**src/rtl/gray_counter_if.sv**
```systemverilog
// gray_counter_if: control and status bundle for gray_counter.
// The master drives the count controls and load value; the slave (the
// counter) returns the registered binary/Gray count, terminal count and
// the sticky Gray-step error flag.
interface gray_counter_if #(
    parameter int WIDTH = 4
) ();
    logic             en;
    logic             up_dn;
    logic             load;
    logic [WIDTH-1:0] ld_gray;
    logic [WIDTH-1:0] bin_q;
    logic [WIDTH-1:0] gray_q;
    logic             tc;
    logic             err;

    modport master (
        output en, up_dn, load, ld_gray,
        input  bin_q, gray_q, tc, err
    );

    modport slave (
        input  en, up_dn, load, ld_gray,
        output bin_q, gray_q, tc, err
    );
endinterface

```
**src/rtl/gray_counter.sv**
```systemverilog
// gray_counter: up/down counter holding a binary count and its reflected
// Gray code in lock-step registers. Supports a Gray-coded synchronous load,
// wrap or saturate at the bounds and a registered terminal-count pulse.
// Optional macro GRAY_CHECK_EN adds a sticky single-bit-step checker on
// gray_q; without it err is tied low and no checker logic exists.
module gray_counter #(
    parameter int          WIDTH   = 4,
    parameter bit          WRAP    = 1'b1,
    parameter int unsigned RST_VAL = 0
) (
    input  logic           clk,
    input  logic           rst_n,
    gray_counter_if.slave  bus
);
    localparam logic [WIDTH-1:0] MAX_VAL  = '1;
    localparam logic [WIDTH-1:0] RST_BIN  = WIDTH'(RST_VAL);
    localparam logic [WIDTH-1:0] RST_GRAY = RST_BIN ^ (RST_BIN >> 1);

    logic [WIDTH-1:0] r_bin;
    logic [WIDTH-1:0] r_gray;
    logic             r_tc;

    logic [WIDTH-1:0] w_ld_bin;
    logic [WIDTH-1:0] w_bin_next;
    logic [WIDTH-1:0] w_gray_next;
    logic             w_tc_next;
    logic             w_at_bound;

    // Convert the Gray load value to binary: each bit is the XOR of all
    // Gray bits at or above it, accumulated from the MSB downwards.
    always_comb begin
        logic acc;
        w_ld_bin = '0;
        acc      = 1'b0;
        for (int i = WIDTH - 1; i >= 0; i--) begin
            acc         = acc ^ bus.ld_gray[i];
            w_ld_bin[i] = acc;
        end
    end

    // The count is at the bound it is heading towards this cycle.
    assign w_at_bound = bus.up_dn ? (r_bin == MAX_VAL) : (r_bin == '0);

    // Next binary count and terminal count; load beats enable beats hold.
    always_comb begin
        // NOTE: every output gets a default before any branch so no path
        // leaves a value unassigned, which would otherwise infer a latch.
        w_bin_next = r_bin;
        w_tc_next  = 1'b0;
        if (bus.load) begin
            w_bin_next = w_ld_bin;
        end else if (bus.en) begin
            if (w_at_bound) begin
                w_tc_next = 1'b1;
                if (WRAP) begin
                    w_bin_next = bus.up_dn ? '0 : MAX_VAL;
                end
            end else begin
                w_bin_next = bus.up_dn ? (r_bin + 1'b1) : (r_bin - 1'b1);
            end
        end
    end

    // The Gray value always follows the binary value it is stored beside.
    assign w_gray_next = w_bin_next ^ (w_bin_next >> 1);

    // Count registers; binary and Gray update together on every edge.
    always_ff @(posedge clk or negedge rst_n) begin
        // NOTE: state registers use non-blocking assignments so every
        // register samples the pre-edge values regardless of statement order.
        if (!rst_n) begin
            r_bin  <= RST_BIN;
            r_gray <= RST_GRAY;
            r_tc   <= 1'b0;
        end else begin
            r_bin  <= w_bin_next;
            r_gray <= w_gray_next;
            r_tc   <= w_tc_next;
        end
    end

    assign bus.bin_q  = r_bin;
    assign bus.gray_q = r_gray;
    assign bus.tc     = r_tc;

`ifdef GRAY_CHECK_EN
    logic [WIDTH-1:0] r_gray_prev;
    logic             r_step_q;
    logic             r_err;
    logic             w_step;
    logic             w_bad;

    // A real count step: enabled, not loading, and not pinned at a bound.
    assign w_step = !bus.load && bus.en && (WRAP || !w_at_bound);

    // After a real step exactly one Gray bit may have changed.
    assign w_bad = r_step_q && ($countones(r_gray ^ r_gray_prev) != 1);

    // Previous Gray value, step marker and sticky error; the marker resets
    // low so the first edge after reset release is never checked.
    always_ff @(posedge clk or negedge rst_n) begin
        if (!rst_n) begin
            r_gray_prev <= RST_GRAY;
            r_step_q    <= 1'b0;
            r_err       <= 1'b0;
        end else begin
            r_gray_prev <= r_gray;
            r_step_q    <= w_step;
            r_err       <= r_err | w_bad;
        end
    end

    assign bus.err = r_err;
`else
    assign bus.err = 1'b0;
`endif
endmodule

```
**src/flat_wrapper.sv**
```systemverilog
// flat-port wrapper written by rule: the top's interface ports become plain ports
module gray_counter_flat 
#(
    parameter int          WIDTH   = 4,
    parameter bit          WRAP    = 1'b1,
    parameter int unsigned RST_VAL = 0
)
  (clk, rst_n, bus_en, bus_up_dn, bus_load, bus_ld_gray, bus_bin_q, bus_gray_q, bus_tc, bus_err);
  gray_counter_if #(.WIDTH(WIDTH)) bus_i ();
  input  logic clk;
  input  logic rst_n;
  input wire logic [$bits(bus_i.en)-1:0] bus_en;
  input wire logic [$bits(bus_i.up_dn)-1:0] bus_up_dn;
  input wire logic [$bits(bus_i.load)-1:0] bus_load;
  input wire logic [$bits(bus_i.ld_gray)-1:0] bus_ld_gray;
  output wire logic [$bits(bus_i.bin_q)-1:0] bus_bin_q;
  output wire logic [$bits(bus_i.gray_q)-1:0] bus_gray_q;
  output wire logic [$bits(bus_i.tc)-1:0] bus_tc;
  output wire logic [$bits(bus_i.err)-1:0] bus_err;
  assign bus_i.en = bus_en;
  assign bus_i.up_dn = bus_up_dn;
  assign bus_i.load = bus_load;
  assign bus_i.ld_gray = bus_ld_gray;
  assign bus_bin_q = bus_i.bin_q;
  assign bus_gray_q = bus_i.gray_q;
  assign bus_tc = bus_i.tc;
  assign bus_err = bus_i.err;
  gray_counter #(.WIDTH(WIDTH), .WRAP(WRAP), .RST_VAL(RST_VAL)) u_core (.clk(clk), .rst_n(rst_n), .bus(bus_i));
endmodule
```
**config.mk**
```make
export PLATFORM = sky130hd
export DESIGN_NAME = gray_counter_flat
export DESIGN_NICKNAME = d
export VERILOG_FILES = /design/src/rtl/gray_counter_if.sv /design/src/rtl/gray_counter.sv /design/src/flat_wrapper.sv
export SDC_FILE = /design/constraint.sdc
export NUM_CORES = 1
export LEC_CHECK = 0
export ABC_AREA = 1
export CAP_MARGIN = 20
export CELL_PAD_IN_SITES_DETAIL_PLACEMENT = 0
export CELL_PAD_IN_SITES_GLOBAL_PLACEMENT = 2
export CORE_MARGIN = 1
export CORE_UTILIZATION = 21
export DETAILED_ROUTE_END_ITERATION = 6
export PLACE_DENSITY_LB_ADDON = 0.05
export SLEW_MARGIN = 20
export SYNTH_ARGS = -nofsm -noshare
export SYNTH_HDL_FRONTEND = slang
export SYNTH_SLANG_ARGS = --single-unit
export TNS_END_PERCENT = 20
```
**constraint.sdc**
```tcl
create_clock -name clk -period 1.6 [get_ports clk]
set_input_delay 0.32 -clock clk [delete_from_list [all_inputs] [get_ports clk]]
set_output_delay 0.32 -clock clk [all_outputs]
set_load 0.1 [all_outputs]
```
* Word level (Yosys, flattened, before mapping) *
Cells that the tools add are included.

cells by class
  mux-type cells = 9
  bitwise operators = 4
  reduce and logical (&&, ||, !) cells = 1
  equality and inequality tests = 1
  add/subtract/negate cells = 2

operators by type and width
  kind                   number
  $mux W4                5
  $add A4 B1 Y4 const B  1
  $eq A4 B4 Y1 const B   1
  $logic_not A4 Y1       1
  $mux W1                4
  $sub A4 B1 Y4 const B  1
  $xor A4 B3 Y4          1
  $xor A1 B1 Y1          3

storage, ports and cells
  register bits = 9
  word-level logic and storage cells = 20
  output and inout port bits = 10
  input port bits = 9

* Longest topological paths before layout *
Gate-level depths: netlist (run 1).

  depth in word-level cells = 6
  mapped depth = 12
  mapped depth without buffers = 12

* Worst setup path before layout (run 1) *
Ideal clock, no wire load.

  path type = reg2reg
  start point = reg u_core.r_bin[1] (netlist: u_core.bus.bin_q[1])
  end point = reg u_core.r_gray[1] (netlist: u_core.bus.gray_q[1])
  arrival time = 2.121 ns
  data required time = 1.477 ns
  library setup time = 0.123 ns
  slack = -0.644 ns
  stages on the path, launching flop included = 9
  path buffers = 0
  cells stage by stage = dfrtp_1 -> inv_1 -> fa_1 -> xor2_1 -> nand2_1 -> nand2_1 -> nand2_1 -> nand2_2 -> xor2_1

between the ends
  longest elaborated chain between the ends = 6

RTL lines
  element                                line                                    text
  start: declaration                     gray_counter.sv:19                      logic [WIDTH-1:0] r_bin;
  start signal: assignment               gray_counter.sv:76                      r_bin <= w_bin_next;
  $sub A4 B1 Y4 (tied with other cells)  gray_counter.sv:59                      w_bin_next = bus.up_dn ? (r_bin + 1'b1) : (r_bin - 1'b1);
  $mux W4 or $mux W1 (tied branches)     gray_counter.sv:59, gray_counter.sv:42
  $mux W4                                gray_counter.sv:53                      if (w_at_bound) begin
  $mux W4 *                              gray_counter.sv:52                      end else if (bus.en) begin
  $mux W4 *                              gray_counter.sv:50                      if (bus.load) begin
  $xor A4 B3 Y4 *                        gray_counter.sv:65                      assign w_gray_next = w_bin_next ^ (w_bin_next >> 1);
  net u_core.w_gray_next[1]              gray_counter.sv:25                      logic [WIDTH-1:0] w_gray_next;
  end signal: assignment                 gray_counter.sv:77                      r_gray <= w_gray_next;
  end: declaration                       gray_counter.sv:20                      logic [WIDTH-1:0] r_gray;

The timed path passes the listed nets; every way through them passes the cells marked *.

* Worst setup path in the final report (run 1) *
Ends and elaborated chain as after synthesis.

==> reports/summary.txt, run 1 <==
Vias in the first global route - 530
Unrepaired setup endpoints after global routing - true
Synth top cells by count - nand2_1 (27), inv_1 (9), dfrtp_1 (8)
Initial antenna violation count - 0
Peak VDD IR - 0.8543 mV
Layout cells sized above 1 - 42.73%
Crit Path Class - reg -> reg
Pwr dens - 1209 nW/um2
Port Buffers - 17
Die footprint - 3004 um2
Post-synth cell types - 21
Top cell type's share of synthesized area - 34.19%
Post-Syn Area - 585.6 um2
Area growth, synth to finish - 76.07%
Worst-path clk slew - 0.05 ns
Fin. Hold Viols - 0
DR WL/cell - 10.27 um
Status - completed
Cell row count - 18
Syn avg cell area - 7.055 um2
H-tree depth - 1
Synth Register Bits - 8
Gr ovfl total - 0
TritonCTS Buffers - 3
Chip Height - 54.81 um
Initial Util - 23.01%
Die width - 54.81 um
# IOs - 19
FMAX - 0.6422 GHz
Nets - 124
Syn_nets - 95
Core Area - 2545 um2
Crit Path Max Fanout - 3
Nature of the critical path endpoint - register
Via density - 4.207
DP HPWL - 1.191 mm
Most numerous cell in the Yosys netlist - nand2_1
Busiest grt layer - met2
Minimum clock period - 1.557 ns
Antenna-violating nets left - 0
Post-Route WL - 1.438 mm
Setup slack after layout - 0.04286 ns
Ys async rst share - 100.0%
DP Area - 965.9 um2
Largest net degree at the start of global routing - 9
Met1 Track Usage GR - 14.10%
Hold WC Path Type - in -> async
Final Max Slew Viols - 0
CP startpoint kind - register
Number of DRC markers in iteration 0 - 6
Via count - 589
Clock sink count - 8
GRT met3 Usage - 4.167%
Clk buf depth - 2
Ys flop type - dfrtp_1
Critical Path AT - 1.69 ns
Leak - 0.5033 nW
Area leader, netlist - dfrtp_1
Final setup vio count - 0
Final cycle utilization of the critical path - 97.32%
Met2 Track Usage GR - 17.27%
Max-cap viol count - 0
Cell count after synthesis - 83
# DRC - 0
Post-layout instance area - 1031 um2
Register area share after synthesis - 34.19%
Clk Latency, worst-skew pair - 0.24 ns
Clock Skews - 0.0001834 ns
CTS Hold Bufs - 0
First-pass GRT wire length - 2.242 mm
Drt pass-1 iters - 6
R2R cell count - 7
ANT cells - 0
Synth area leaders - dfrtp_1 (34%), nand2_1 (17%), nand3_1 (6.0%)
Number of flops mapped to enable cells by yosys - 0
Yosys warning total - 0
Worst Path Required - 1.73 ns
Gp weighted congestion - 0.6898
Clock Tree Root - clkbuf_4
CTS tree - yes
Global Route Usage Sum - 10.84%
Pre-CTS WS - -0.3934 ns
## stage by stage
stage          cells  TNS (ns)  hold WS (ns)  util, %  power, mW
2_1_floorplan     83   -0.2307       0.02441        -     0.7736
3_5_place_dp     136    -1.901        0.6299    37.95      1.069
5_1_grt          140  -0.07649        0.3780    40.51      1.321
3_3_place_gp     136    -1.878        0.6243    37.95      1.071
4_1_cts          139         0        0.3608    38.94      1.227
6_report         140         0        0.3524    40.51      1.247
## sequential cells by signal, indices dropped and copies added, names as in the netlist
register and count:
u_core.bus.bin_q 4, u_core.bus.gray_q 3, u_core.bus.tc 1
## cell families (layout without fill, tap and decap cells)
family / count (synthesis) / count (layout) / share of synthesized area (%)
flip-flops: 8 / 8 / 34.19
other: 1 / 1 / 0.6404
buffers and inverters: 14 / 41 / 10.47
AO/OA/AOI/OAI: 6 / 6 / 5.342
adder cells (fa/ha/maj): 3 / 3 / 7.692
XOR/XNOR: 5 / 5 / 7.480
AND/OR/NAND/NOR: 46 / 46 / 34.19
## cell type report
type / count / area [um2]
clock buffers: 3 / 22.52
fillers: 273 / 1514
inverters: 11 / 43.79
multi-input cells: 61 / 376.6
flip-flops and latches: 8 / 212.7
well taps: 30 / 37.54
repair buffers: 27 / 337.8
## cell usage in the layout (no fill, tap or decap)
cell and n:
a21oi_1 4, a31oi_1 1, buf_12 9, buf_4 9, buf_6 1, clkbuf_4 3, clkdlybuf4s50_1 7, conb_1 1
dfrtp_1 4, dfrtp_2 1, dfrtp_4 3, dlygate4sd2_1 1, fa_2 1, ha_4 2, inv_1 6, inv_2 4
inv_4 1, nand2_1 23, nand2_2 7, nand3_1 5, nand3_2 2, nand4_1 1, nor2_1 3, nor2_2 3
nor3_1 1, o21ai_0 1, or2_4 1, xnor2_1 2, xor2_1 3
## worst max-delay path, cell delays in order, from the launching register on
cell and delay [ns]:
dfrtp_4 0.51, inv_4 0.07, fa_2 0.42, nand2_1 0.07
nand2_1 0.06, nand2_1 0.08, nand2_2 0.08, xor2_1 0.16
## path summary, 6_finish.rpt
check                                     from                   end  slack (ns)
max reg2reg                u_core.bus.bin_q[1]  u_core.bus.gray_q[1]        0.04
max in group asynchronous                rst_n   u_core.bus.bin_q[1]        0.95
min reg2reg                u_core.bus.bin_q[3]   u_core.bus.bin_q[3]        0.80
min                                      rst_n         u_core.bus.tc        0.35
min in group clk           u_core.bus.bin_q[3]   u_core.bus.bin_q[3]        0.80
max                        u_core.bus.bin_q[1]  u_core.bus.gray_q[1]        0.04
## what timing repair did
| action | in CTS | in global routing |
|---|---|---|
| resized for setup | 3 | 8 |
| pin swaps | 2 | 9 |
| setup endpoints to repair | 4 | 4 |
| buffers inserted | 0 | 1 |
## power by group
| group | internal, mW | total [mW] | switching [mW] |
|---|---|---|---|
| logic | 0.304 | 0.801 | 0.497 |
| clock network | 0.0855 | 0.149 | 0.0632 |
| registers | 0.249 | 0.297 | 0.0481 |
| total | 0.639 | 1.25 | 0.608 |
## metal layers
layer	routed length (um)	part of all wire, %	vias up
met3	89	6.2	0
met5	0	0	-
met1	662	46	255
met4	0	0	0
met2	686	48	22
li1	-	-	312
(Power assumes the default switching activity.)
==> inputs of run 2 (changes only) <==
==> constraint.sdc (replaced) <==
create_clock -name clk -period 1.35 [get_ports clk]
set_input_delay 0.27 -clock clk [delete_from_list [all_inputs] [get_ports clk]]
set_output_delay 0.27 -clock clk [all_outputs]
set_load 0.1 [all_outputs]
==> reports/summary.txt, run 2 (synthesized netlist as in run 1, its figures left out) <==
Status - finished with violations
Violated checks - setup timing
Initial Util - 23.01%
DP HPWL - 1.213 mm
Port Buffers - 17
Hold WC Path Type - in -> async
CP startpoint kind - register
Most frequent cells in the layout - nand2_1 (23), buf_4 (11), buf_12 (9), clkdlybuf4s50_1 (7)
Clock Skews - 0.001025 ns
Final setup vio count - 8
Global Route Usage Sum - 11.75%
Clk buf depth - 2
Net load switching power - 0.7290 mW
Post-layout instance area - 1064 um2
Clock network power share - 12.3%
Critical Path AT - 1.68 ns
Vias in the first global route - 559
Max reg flops - 4
Initial antenna violation count - 0
Unrepaired setup endpoints after global routing - true
DR WL/cell - 10.10 um
Core Area - 2545 um2
Final core utilization - 41.79%
Final Max Slew Viols - 0
Crit Path Class - reg -> reg
Number of DRC markers in iteration 0 - 5
Gp weighted congestion - 0.7177
Leak - 0.5207 nW
Via density - 4.181
Internal - 0.7757 mW
Nets - 128
Worst Path Required - 1.49 ns
Fin. Hold Viols - 0
Max-cap viol count - 0
Clock sink count - 8
# DRC - 0
Flop pwr share - 23.0%
Clk Latency, worst-skew pair - 0.25 ns
Number of fill cells - 261
CTS tree - yes
Met1 Track Usage GR - 15.23%
Via count - 602
Antenna-violating nets left - 0
Cell row count - 18
Die footprint - 3004 um2
Final cycle utilization of the critical path - 113.7%
H-tree depth - 1
# IOs - 19
Busiest grt layer - met2
Clock Tree Root - clkbuf_4
Setup slack after layout - -0.1853 ns
Met2 Track Usage GR - 17.87%
ANT cells - 0
First-pass GRT wire length - 2.428 mm
FMAX - 0.6513 GHz
Chip Height - 54.81 um
Pwr dens - 1415 nW/um2
Worst-path clk slew - 0.06 ns
Gr ovfl total - 0
Commonest non-fill, non-tap cell in the layout - nand2_1
Minimum clock period - 1.535 ns
Crit Path Max Fanout - 4
Reg2Reg Setup Slack - -0.19 ns
Pwr Total - 1.505 mW
Post-Route WL - 1.455 mm
DP Area - 988.4 um2
Layout cells sized above 1 - 42.11%
Nature of the critical path endpoint - register
Die width - 54.81 um
Combinational Power Share - 64.6%
Peak VDD IR - 0.9968 mV
Largest net degree at the start of global routing - 9
Drt pass-1 iters - 4
Sw Ratio - 48.45%
Area growth, synth to finish - 81.62%
GRT met3 Usage - 5.000%
TritonCTS Buffers - 3
-- run 2: power by group through the flow --
stage	combinational, mW	clock (mW)	sequential (mW)
detailed placement	0.935	0	0.354
global route	1.04	0.205	0.353
global placement	0.936	0	0.354
finish	0.973	0.185	0.347
floorplan	0.251	0	0.666
CTS	0.959	0.193	0.348
-- run 2: worst max-delay path, cell delays in order, from the launching register on --
cell     delay [ns]
dfrtp_4        0.46
inv_4          0.04
fa_2           0.51
nand2_1        0.05
nand2_1        0.08
nand2_2        0.06
nand2_4        0.09
inv_2          0.04
nand3_2        0.04
nand2_1        0.06
-- run 2: timing repair --
action,4_1_cts,5_1_grt
hold buffers,0,0
gates resized for setup,5,7
pin swaps,10,6
setup endpoints to repair,9,10
setup buffers,2,0
-- run 2: through the flow --
stage / TNS, ns / setup slack (ns) / hold slack (ns) / instances
6_report: -0.9191 / -0.1853 / 0.3019 / 144
5_1_grt: -1.483 / -0.2672 / 0.3148 / 144
4_1_cts: -1.044 / -0.1984 / 0.3030 / 144
3_5_place_dp: -3.392 / -0.5979 / 0.5772 / 139
3_3_place_gp: -3.308 / -0.5882 / 0.5740 / 139
2_1_floorplan: -1.705 / -0.3296 / -0.02559 / 83
-- run 2: path summary, 6_finish.rpt --
check,from,to,depth (start not counted)
worst max-delay path,u_core.bus.bin_q[1],u_core.bus.gray_q[0],9
worst min register to register,u_core.bus.bin_q[3],u_core.bus.tc,3
max in group asynchronous,rst_n,u_core.bus.bin_q[1],1
worst max register to register,u_core.bus.bin_q[1],u_core.bus.gray_q[0],9
min in group clk,bus_load,u_core.bus.tc,3
worst min-delay path,rst_n,u_core.bus.tc,1
-- run 2: layout make-up --
cell class                 count  area [um2]  share of cell area (%)
clock buffer                   3       22.52                   2.118
timing repair buffer          31       375.4                   35.29
inverter                      11       43.79                   4.118
tap                           30       37.54                   3.529
multi-input combinational     61       371.6                   34.94
sequential                     8       212.7                   20.00
-- run 2: layer usage --
layer / up-vias / part of all wire (%)
met3: 0 / 6.0
li1: 318 / -
met1: 261 / 48
met4: 0 / 0
met2: 23 / 46
met5: - / 0
